--- config.mk ---
export PLATFORM = sky130hd
export DESIGN_NAME = grid_write_sched
export DESIGN_NICKNAME = d
export VERILOG_FILES = /design/src/rtl/grid_sched_pkg.sv /design/src/rtl/grid_wr_fifo.sv /design/src/rtl/grid_write_sched.sv
export SDC_FILE = /design/constraint.sdc
export NUM_CORES = 1
export LEC_CHECK = 0
export CAP_MARGIN = 0
export CORE_ASPECT_RATIO = 1.75
export CORE_UTILIZATION = 40
export CTS_BUF_LIST = sky130_fd_sc_hd__clkbuf_4 sky130_fd_sc_hd__clkbuf_8 sky130_fd_sc_hd__clkbuf_16
export DETAILED_ROUTE_END_ITERATION = 16
export PLACE_DENSITY_LB_ADDON = 0.1
export SYNTH_ARGS = -nofsm -noshare
export SYNTH_HDL_FRONTEND = slang
export SYNTH_SLANG_ARGS = --single-unit
--- constraint.sdc ---
create_clock -name clk -period 3.5 [get_ports clk]
set_input_delay 0.7 -clock clk [delete_from_list [all_inputs] [get_ports clk]]
set_output_delay 0.7 -clock clk [all_outputs]
set_load 0.02 [all_outputs]
--- src/rtl/grid_sched_pkg.sv ---
// Shared types for the grid write scheduler: FSM encoding, field widths and
// the FIFO entry layout.
package grid_sched_pkg;

    localparam int GRID_ADDR_W = 8;
    localparam int COLOR_W     = 8;
    localparam int ENTRY_W     = GRID_ADDR_W + COLOR_W;

    typedef enum logic [1:0] {
        S_IDLE  = 2'd0,
        S_DRAIN = 2'd1,
        S_CLEAR = 2'd2
    } sched_state_t;

    typedef struct packed {
        logic [GRID_ADDR_W-1:0] addr;
        logic [COLOR_W-1:0]     color;
    } grid_wr_entry_t;

endpackage

--- src/rtl/grid_wr_fifo.sv ---
// Small synchronous FIFO with a register-backed head; push and pop may
// coincide at any occupancy, including full.
module grid_wr_fifo #(
    parameter int DEPTH = 4,
    parameter int WIDTH = 16
) (
    input  logic                       clk,
    input  logic                       rst,
    input  logic                       push,
    input  logic [WIDTH-1:0]           din,
    input  logic                       pop,
    output logic [WIDTH-1:0]           head,
    output logic                       full,
    output logic                       empty,
    output logic [$clog2(DEPTH):0]     level
);
    localparam int AW = $clog2(DEPTH);

    logic [WIDTH-1:0] mem [DEPTH];
    logic [AW:0]      wr_ptr_reg;
    logic [AW:0]      rd_ptr_reg;
    logic             wr_en;
    logic             rd_en;

    // Pointers carry one extra wrap bit so full and empty are distinguishable.
    assign empty = (wr_ptr_reg == rd_ptr_reg);
    assign full  = (wr_ptr_reg[AW] != rd_ptr_reg[AW]) &&
                   (wr_ptr_reg[AW-1:0] == rd_ptr_reg[AW-1:0]);
    assign level = wr_ptr_reg - rd_ptr_reg;
    assign rd_en = pop && !empty;
    assign wr_en = push && (!full || rd_en);
    assign head  = mem[rd_ptr_reg[AW-1:0]];

    always_ff @(posedge clk) begin
        if (wr_en) begin
            mem[wr_ptr_reg[AW-1:0]] <= din;
        end
    end

    always_ff @(posedge clk) begin
        if (!rst) begin
            wr_ptr_reg <= '0;
            rd_ptr_reg <= '0;
        end else begin
            if (wr_en) begin
                wr_ptr_reg <= wr_ptr_reg + 1'b1;
            end
            if (rd_en) begin
                rd_ptr_reg <= rd_ptr_reg + 1'b1;
            end
        end
    end

endmodule

--- src/rtl/grid_write_sched.sv ---
// Merges MCU grid writes (edge-detected and buffered) with a full-grid clear
// sweep onto one valid/ready write port toward the colour-grid memory.
module grid_write_sched
    import grid_sched_pkg::*;
#(
    parameter int         GRID_CELLS = 64,
    parameter int         FIFO_DEPTH = 4,
    parameter logic [7:0] CLR_COLOR  = 8'h00
) (
    input  logic       clk,
    input  logic       rst,
    input  logic [7:0] mcu_pos,
    input  logic [7:0] mcu_color,
    input  logic       clr_req,
    output logic       gw_valid,
    output logic [7:0] gw_addr,
    output logic [7:0] gw_data,
    input  logic       gw_ready,
    output logic       busy,
    output logic       ovf,
    input  logic       ovf_clr
);
    localparam logic [GRID_ADDR_W-1:0] LAST_CELL = GRID_ADDR_W'(GRID_CELLS - 1);
    localparam int LW = $clog2(FIFO_DEPTH) + 1;

    sched_state_t           state_reg;
    logic [GRID_ADDR_W-1:0] cnt_reg;
    logic                   clr_pend_reg;
    logic                   arm_reg;
    logic [ENTRY_W-1:0]     last_reg;
    logic                   ovf_reg;

    grid_wr_entry_t         cur_entry;
    grid_wr_entry_t         head_entry;
    logic [ENTRY_W-1:0]     head_bits;
    logic                   push;
    logic                   push_ok;
    logic                   pop;
    logic                   drop;
    logic                   fifo_full;
    logic                   fifo_empty;
    logic [LW-1:0]          fifo_level;

    assign cur_entry  = '{addr: mcu_pos, color: mcu_color};
    assign push       = arm_reg && (cur_entry != last_reg);
    assign pop        = (state_reg == S_DRAIN) && gw_ready && !fifo_empty;
    assign push_ok    = push && (!fifo_full || pop);
    assign drop       = push && fifo_full && !pop;
    assign head_entry = grid_wr_entry_t'(head_bits);

    grid_wr_fifo #(
        .DEPTH (FIFO_DEPTH),
        .WIDTH (ENTRY_W)
    ) u_fifo (
        .clk   (clk),
        .rst   (rst),
        .push  (push),
        .din   (cur_entry),
        .pop   (pop),
        .head  (head_bits),
        .full  (fifo_full),
        .empty (fifo_empty),
        .level (fifo_level)
    );

    always_ff @(posedge clk) begin
        if (!rst) begin
            state_reg    <= S_IDLE;
            cnt_reg      <= '0;
            clr_pend_reg <= 1'b0;
            arm_reg      <= 1'b0;
            last_reg     <= '0;
            ovf_reg      <= 1'b0;
        end else begin
            // First live cycle only captures the MCU value so a stale port
            // level is not replayed as a write.
            if (!arm_reg) begin
                arm_reg  <= 1'b1;
                last_reg <= cur_entry;
            end else if (cur_entry != last_reg) begin
                last_reg <= cur_entry;
            end

            if (drop) begin
                ovf_reg <= 1'b1;
            end else if (ovf_clr) begin
                ovf_reg <= 1'b0;
            end

            if (clr_req && state_reg != S_CLEAR) begin
                clr_pend_reg <= 1'b1;
            end

            // Transitions into CLEAR consume the pending request last, so a
            // request landing on that same edge merges into this sweep.
            case (state_reg)
                S_IDLE: begin
                    if (clr_pend_reg) begin
                        state_reg    <= S_CLEAR;
                        cnt_reg      <= '0;
                        clr_pend_reg <= 1'b0;
                    end else if (!fifo_empty || push_ok) begin
                        state_reg <= S_DRAIN;
                    end
                end
                S_DRAIN: begin
                    if (gw_ready) begin
                        if (clr_pend_reg) begin
                            state_reg    <= S_CLEAR;
                            cnt_reg      <= '0;
                            clr_pend_reg <= 1'b0;
                        end else if (fifo_level > LW'(1) || push_ok) begin
                            state_reg <= S_DRAIN;
                        end else begin
                            state_reg <= S_IDLE;
                        end
                    end
                end
                S_CLEAR: begin
                    if (gw_ready) begin
                        if (cnt_reg == LAST_CELL) begin
                            state_reg <= (!fifo_empty || push_ok) ? S_DRAIN : S_IDLE;
                        end else begin
                            cnt_reg <= cnt_reg + 1'b1;
                        end
                    end
                end
                default: state_reg <= S_IDLE;
            endcase
        end
    end

    always_comb begin
        gw_addr = '0;
        gw_data = '0;
        case (state_reg)
            S_DRAIN: begin
                gw_addr = head_entry.addr;
                gw_data = head_entry.color;
            end
            S_CLEAR: begin
                gw_addr = cnt_reg;
                gw_data = CLR_COLOR;
            end
            default: ;
        endcase
    end

    assign gw_valid = (state_reg != S_IDLE);
    assign busy     = clr_pend_reg || (state_reg == S_CLEAR);
    assign ovf      = ovf_reg;

endmodule
==> results of run 1 <==
final cells by class:
| type | count | area share, % |
|---|---|---|
| flip-flops and latches | 101 | 50.82 |
| multi-input cells | 180 | 30.43 |
| repair buffers | 52 | 9.315 |
| clock buffers | 11 | 4.705 |
| well taps | 130 | 3.105 |
| clock inverters | 5 | 0.8359 |
| inverters | 11 | 0.7882 |
tightest hold or removal path: stages (launching register included):
cell	delay, ns
dfxtp_1	0.33
nand2_1	0.06
mux2i_1	0.05
stage by stage:
step,hold WS (ns),std cells,worst slack (ns),util [%],total power [µW]
2_1_floorplan,0.4552,305,1.187,-,1790
3_3_place_gp,0.4784,474,0.5261,46.53,2038
3_5_place_dp,0.4946,474,0.5421,46.53,2041
4_1_cts,0.5039,490,0.3505,49.26,3003
5_1_grt,0.5128,490,0.3034,49.26,3101
6_report,0.4951,490,0.4024,49.26,2968
power groups by stage:
stage	combinational [µW]	sequential (µW)	clock (µW)
2_1_floorplan	416	1370	0
3_3_place_gp	654	1380	0
3_5_place_dp	653	1390	0
4_1_cts	656	1360	986
5_1_grt	705	1370	1030
6_report	648	1360	959
synth_stat cells:
master     number
a21boi_1        1
mux2i_1         6
buf_1           1
nand4b_1        1
mux4_2         16
buf_2           3
o22ai_1         1
xor2_1          2
mux2_2          1
a21o_1          1
a22oi_1         9
a221oi_1        1
nor2b_1        17
o41ai_4         1
o21ai_2         1
or2_0           1
ha_1           12
nand4_1         7
dfxtp_1        37
nand3_1         5
edfxtp_1       64
a21oi_1         1
a32oi_1         1
nand4bb_1       1
and2_1         28
a2111oi_2       4
o32ai_1         1
xnor2_1        23
nor3_1          1
inv_1          11
o21ai_1         2
o32a_1          1
o21ai_0         2
a31o_2          1
a211oi_1        2
nand2_1        12
o2111ai_1       1
nand2b_1        3
clkbuf_1        9
nor2_1         11
nor3b_1         1
fa_1            1
cells in the final DEF (no fill, tap or decap), types with 2 or more instances in the layout:
cell type         n
edfxtp_1         64
o21ai_1           2
o21ai_0           2
clkbuf_16         9
nor2_1           11
and2_1           28
dfxtp_1          37
a2111oi_2         4
inv_1            11
buf_4            13
nand2b_1          3
nand4_1           7
a211oi_1          2
nand2_1          12
mux4_2           16
xnor2_1          23
clkinvlp_4        2
nor2b_1          17
a22oi_1           9
ha_1             12
xor2_1            2
clkdlybuf4s50_1  39
nand3_1           5
mux2i_1           6
logic make-up (layout without fill, tap and decap cells):
| group | after synthesis | count (layout) | share of synthesized area, % |
|---|---|---|---|
| compound gates | 31 | 31 | 6.414 |
| xor+xnor | 25 | 25 | 5.033 |
| fa+ha+maj | 13 | 13 | 3.911 |
| buf+inv | 24 | 79 | 2.157 |
| flops | 101 | 101 | 61.20 |
| mux | 23 | 23 | 9.922 |
| simple gates | 88 | 88 | 11.36 |
routing by layer:
metal | track usage, % | vias up
met3 | 2.215 | 10
met5 | 0 | -
li1 | - | 1222
met4 | 8.459 | 0
met1 | 20.52 | 1288
met2 | 31.14 | 36
final timing paths:
path	slack, ns	endpoint	start	cells after the start
setup / recovery	0.40	gw_data[3]	register	4
hold / removal	0.50	u_fifo.wr_ptr_reg[2]	u_fifo.wr_ptr_reg[2]	2
setup reg to reg	0.90	u_fifo.mem[3][6]	state_reg[1]	8
hold reg to reg	0.50	u_fifo.wr_ptr_reg[2]	u_fifo.wr_ptr_reg[2]	2
==> run summary, run 1 <==
Slew Limit Fails - 0
Mapped Cells - 305
Yosys cell types - 42
Tmin final - 3.098 ns
Critical Path RT - 2.80 ns
area share of the largest cell type after synthesis - 44.18%
# DRC - 0
WL met1 - 3610 µm
nets@finish - 389
Avg WL per Cell - 18.07 µm
# diodes - 0
Clk pwr share - 32.3%
uppermost layer routed - met4
Final Setup Violations - 0
final hold violations - 0
slowest cell on the critical path - dfxtp_1
antenna violations before repair - 0
clock sink count - 101
register area - 0.002663 mm²
drt total wl - 8855 µm
TNS Setup - 0 ns
syn_nets - 339
ranking of synthesized cells by area - edfxtp_1 (44%), dfxtp_1 (17%), mux4_2 (8.3%)
fraction of layout cells with a size suffix above 1 - 14.72%
critical path arrival - 2.40 ns
Max transition margin - 51.12%
Gate power share - 21.8%
unrepaired setup endpoints after global routing - false
syn_area_per_cell - 14.26 µm²
io pins - 40
Buf/Inv on CP - 2
crit-path cells - buf_4 -> mux4_2 -> and2_1 -> clkdlybuf4s50_1
max-cap violation count - 0
Sw Share - 27.71%
die height - 140.0 µm
Crit Path Class - register to output pin
Max stage delay on crit path - 0.76 ns
Final Wtd Congestion - 0.7534
status - finished, final reports clean
initial DRC count - 90
vias in the first global route - 2673
cts bufs inserted - 9
Root Buffer - clkbuf_16
CP delay by family, top - buffers and inverters
largest net degree at the start of global routing - 19
PD cells - 566.5 mW/mm²
DR vias/cell - 5.216
Hold-fix buffers, CTS - 0
max reg flops - 64
H-tree depth - 3
Final Cycle Share - 88.50%
setup bufs post-CTS - 0
via count - 2556
DR WL met2 - 4906 µm
CTS tree - built
#FFs+latches synth - 101
area grow syn2layout - 20.42%
biggest area consumer among synthesized cells - edfxtp_1
Worst Path Max Fanout - 12
post-CTS sizing - 0
area post-placement - 0.004949 mm²
Worst setup EP type - output pin
Startpoint Class - register
first-pass GRT wire length - 14390 µm
fmax - 0.3228 GHz
clk slew on worst S/H paths - 0.06 ns
mapped cell area - 0.004350 mm²
worst-margin pin slew - 0.7283 ns
Detail Route Antenna Nets - 0
Power Internal - 2145 µW
grt total ovfl - 0
Total Die Area - 0.01131 mm²
Static Leak - 0.001762 µW
worst vdd ir - 0.0002997 V
total track usage - 17.64%
Hold WC Path Type - register to register
detailed-placement wirelength estimate - 6251 µm
die width - 80.84 µm
register area share after synthesis - 61.20%
first-pass iteration count of the detailed router - 4
met3 routed WL - 190 µm
Fin Clk Skew - 0.007370 ns
synthesis warning total - 0
clock tree buffer depth - 2
CORE AREA - 0.01064 mm²
Fillers - 965
Final Cell Area - 0.005239 mm²
Switch Pwr - 822.4 µW
PortBufs - 39
Seq pwr share - 45.8%
Rows - 50
Multi-input gate area - 0.001594 mm²
later-pin clock latency in the skew report - 0.34 ns
Initial Util - 40.91%
No activity file was read; power rests on OpenSTA's default activity.
==> run 2: changes to the inputs <==
--- a/config.mk
+++ b/config.mk
@@ -8,8 +8,8 @@
 export CAP_MARGIN = 0
 export CORE_ASPECT_RATIO = 1.75
 export CORE_UTILIZATION = 40
-export CTS_BUF_LIST = sky130_fd_sc_hd__clkbuf_4 sky130_fd_sc_hd__clkbuf_8 sky130_fd_sc_hd__clkbuf_16
 export DETAILED_ROUTE_END_ITERATION = 16
+export GPL_ROUTABILITY_DRIVEN = 0
 export PLACE_DENSITY_LB_ADDON = 0.1
 export SYNTH_ARGS = -nofsm -noshare
 export SYNTH_HDL_FRONTEND = slang
==> run 2 against run 1 <==
Against the previous run: hold slack about the same; non-clock buffer count stayed put; clock skew up 0.0011 ns; sequential power about the same; register-to-register slack worse by 0.02 ns; setup slack better by 0.0029 ns; total power is 0.21% lower.
==> run summary, run 2 (synthesis gave the netlist of run 1 again) <==
most frequent cells in the layout - edfxtp_1 (64), clkdlybuf4s50_1 (39), dfxtp_1 (37) (unchanged)
Multi-input gate area - 0.001594 mm² (unchanged)
clk slew on worst S/H paths - 0.06 ns (about the same)
Slew Limit Fails - 0 (unchanged)
Hold EP - u_fifo.wr_ptr_reg[2] (unchanged)
setup bufs post-CTS - 0 (unchanged)
max reg flops - 64 (unchanged)
Static Leak - 0.001758 µW (was 0.001762 µW)
status - finished, final reports clean (unchanged)
Hold-fix buffers, CTS - 0 (unchanged)
max-cap violation count - 0 (unchanged)
io pins - 40 (unchanged)
initial DRC count - 90 (unchanged)
grt total ovfl - 0 (unchanged)
area post-placement - 0.004949 mm² (unchanged)
clock sink count - 101 (unchanged)
Crit Path Class - register to output pin (unchanged)
Hold WC Path Type - register to register (unchanged)
worst-margin pin slew - 0.7364 ns (was 0.7283 ns)
drt total wl - 8847 µm (was 8855 µm)
Fin Clk Skew - 0.008447 ns (was 0.007370 ns)
crit-path cells - buf_4 -> mux4_2 -> and2_1 -> clkdlybuf4s50_1 (unchanged)
later-pin clock latency in the skew report - 0.34 ns (about the same)
Buf/Inv on CP - 2 (unchanged)
largest net degree at the start of global routing - 19 (unchanged)
TNS Setup - 0 ns (unchanged)
# diodes - 0 (unchanged)
area grow syn2layout - 20.33% (was 20.42%)
post-CTS sizing - 0 (unchanged)
Final Cycle Share - 88.42% (was 88.50%)
Final Cell Area - 0.005235 mm² (was 0.005239 mm²)
Max transition margin - 50.58% (was 51.12%)
Worst setup EP type - output pin (unchanged)
clock tree buffer depth - 2 (unchanged)
# DRC - 0 (unchanged)
register area - 0.002663 mm² (unchanged)
Worst Reg2Reg Path Length in Cells - 8 (unchanged)
Avg WL per Cell - 18.06 µm (was 18.07 µm)
Worst Path Max Fanout - 12 (unchanged)
PortBufs - 39 (unchanged)
most common cell after layout, fill and taps aside - edfxtp_1 (unchanged)
antenna violations before repair - 0 (unchanged)
Startpoint Class - register (unchanged)
Fillers - 965 (unchanged)
first-pass GRT wire length - 14400 µm (was 14390 µm)
Tmin final - 3.095 ns (was 3.098 ns)
vias in the first global route - 2664 (was 2673)
DR vias/cell - 5.196 (was 5.216)
total track usage - 17.68% (was 17.64%)
worst hold path depth - 2 (unchanged)
nets@finish - 389 (unchanged)
Initial Util - 40.91% (unchanged)
CP delay by family, top - buffers and inverters (unchanged)
Critical Path RT - 2.80 ns (about the same)
die width - 80.84 µm (unchanged)
unrepaired setup endpoints after global routing - false (unchanged)
final hold violations - 0 (unchanged)
setup slack, reg-to-reg - 0.88 ns (was 0.90 ns)
Final Setup Violations - 0 (unchanged)
CTS tree - built (unchanged)
Total Die Area - 0.01131 mm² (unchanged)
cts bufs inserted - 9 (unchanged)
Detail Route Antenna Nets - 0 (unchanged)
PD cells - 565.7 mW/mm² (was 566.5 mW/mm²)
Max stage delay on crit path - 0.76 ns (about the same)
Rows - 50 (unchanged)
slowest cell on the critical path - dfxtp_1 (unchanged)
CORE AREA - 0.01064 mm² (unchanged)
critical path arrival - 2.39 ns (was 2.40 ns)
die height - 140.0 µm (unchanged)
fmax - 0.3231 GHz (was 0.3228 GHz)
first-pass iteration count of the detailed router - 4 (unchanged)
worst hold start - u_fifo.wr_ptr_reg[2] (unchanged)
reg-to-reg critical path startpoint - state_reg[1] (unchanged)
fraction of layout cells with a size suffix above 1 - 14.44% (was 14.72%)
via count - 2546 (was 2556)
H-tree depth - 3 (unchanged)
Reg-to-Reg End - u_fifo.mem[3][6] (unchanged)
Root Buffer - clkbuf_16 (unchanged)
detailed-placement wirelength estimate - 6251 µm (unchanged)
worst vdd ir - 0.0003182 V (was 0.0002997 V)
## run 2: metal layers
metal	GRT usage (%)	wire length [µm]	vias up
met4	7.613	146	0
met2	31.14	4941	40
met3	2.997	196	9
met1	20.52	3563	1276
li1	-	-	1221
met5	0	0	-
## run 2: cell type report
type                            instances  share of cell area (%)
Clock buffer                           11                   4.637
Clock inverter                          5                  0.8365
Inverter                               11                  0.7887
Multi-Input combinational cell        180                   30.45
Sequential cell                       101                   50.86
Tap cell                              130                   3.107
Timing Repair Buffer                   52                   9.321
## run 2: stage by stage
step | std cells | utilization [%] | hold slack (ns) | worst slack, ns | power, µW
after floorplan | 305 | - | 0.4552 | 1.187 | 1790
after global placement | 474 | 46.53 | 0.4784 | 0.5261 | 2038
after detailed placement | 474 | 46.53 | 0.4946 | 0.5421 | 2041
after CTS | 490 | 49.22 | 0.5039 | 0.3483 | 2998
after global routing | 490 | 49.22 | 0.5128 | 0.2998 | 3096
final | 490 | 49.22 | 0.4950 | 0.4054 | 2961
## run 2: worst max path at each step
stage	start	endpoint	slack, ns	depth (start not counted)
4_1_cts	register	gw_data[3]	0.35	4
2_1_floorplan	register	gw_addr[4]	1.19	5
3_5_place_dp	mcu_color[5]	u_fifo.mem[2][4]	0.54	7
6_report	register	gw_data[3]	0.41	4
3_3_place_gp	mcu_color[1]	u_fifo.mem[2][4]	0.53	7
5_1_grt	register	gw_addr[0]	0.30	5
## run 2: worst reg2reg max path: cells and delay by family, from the launching register on
kind	cells	cell delay, ns
simple gates	4	0.83
buf+inv	3	0.76
fa+ha+maj	1	0.36
flops	1	0.34
## run 2: where the power goes
| group | switching, µW | total [µW] | leakage (µW) | internal [µW] |
|---|---|---|---|---|
| clock network | 443 | 953 | 0.000134 | 511 |
| logic | 350 | 648 | 0.000732 | 298 |
| registers | 31.1 | 1360 | 0.000892 | 1330 |
| total | 824 | 2960 | 0.00176 | 2140 |
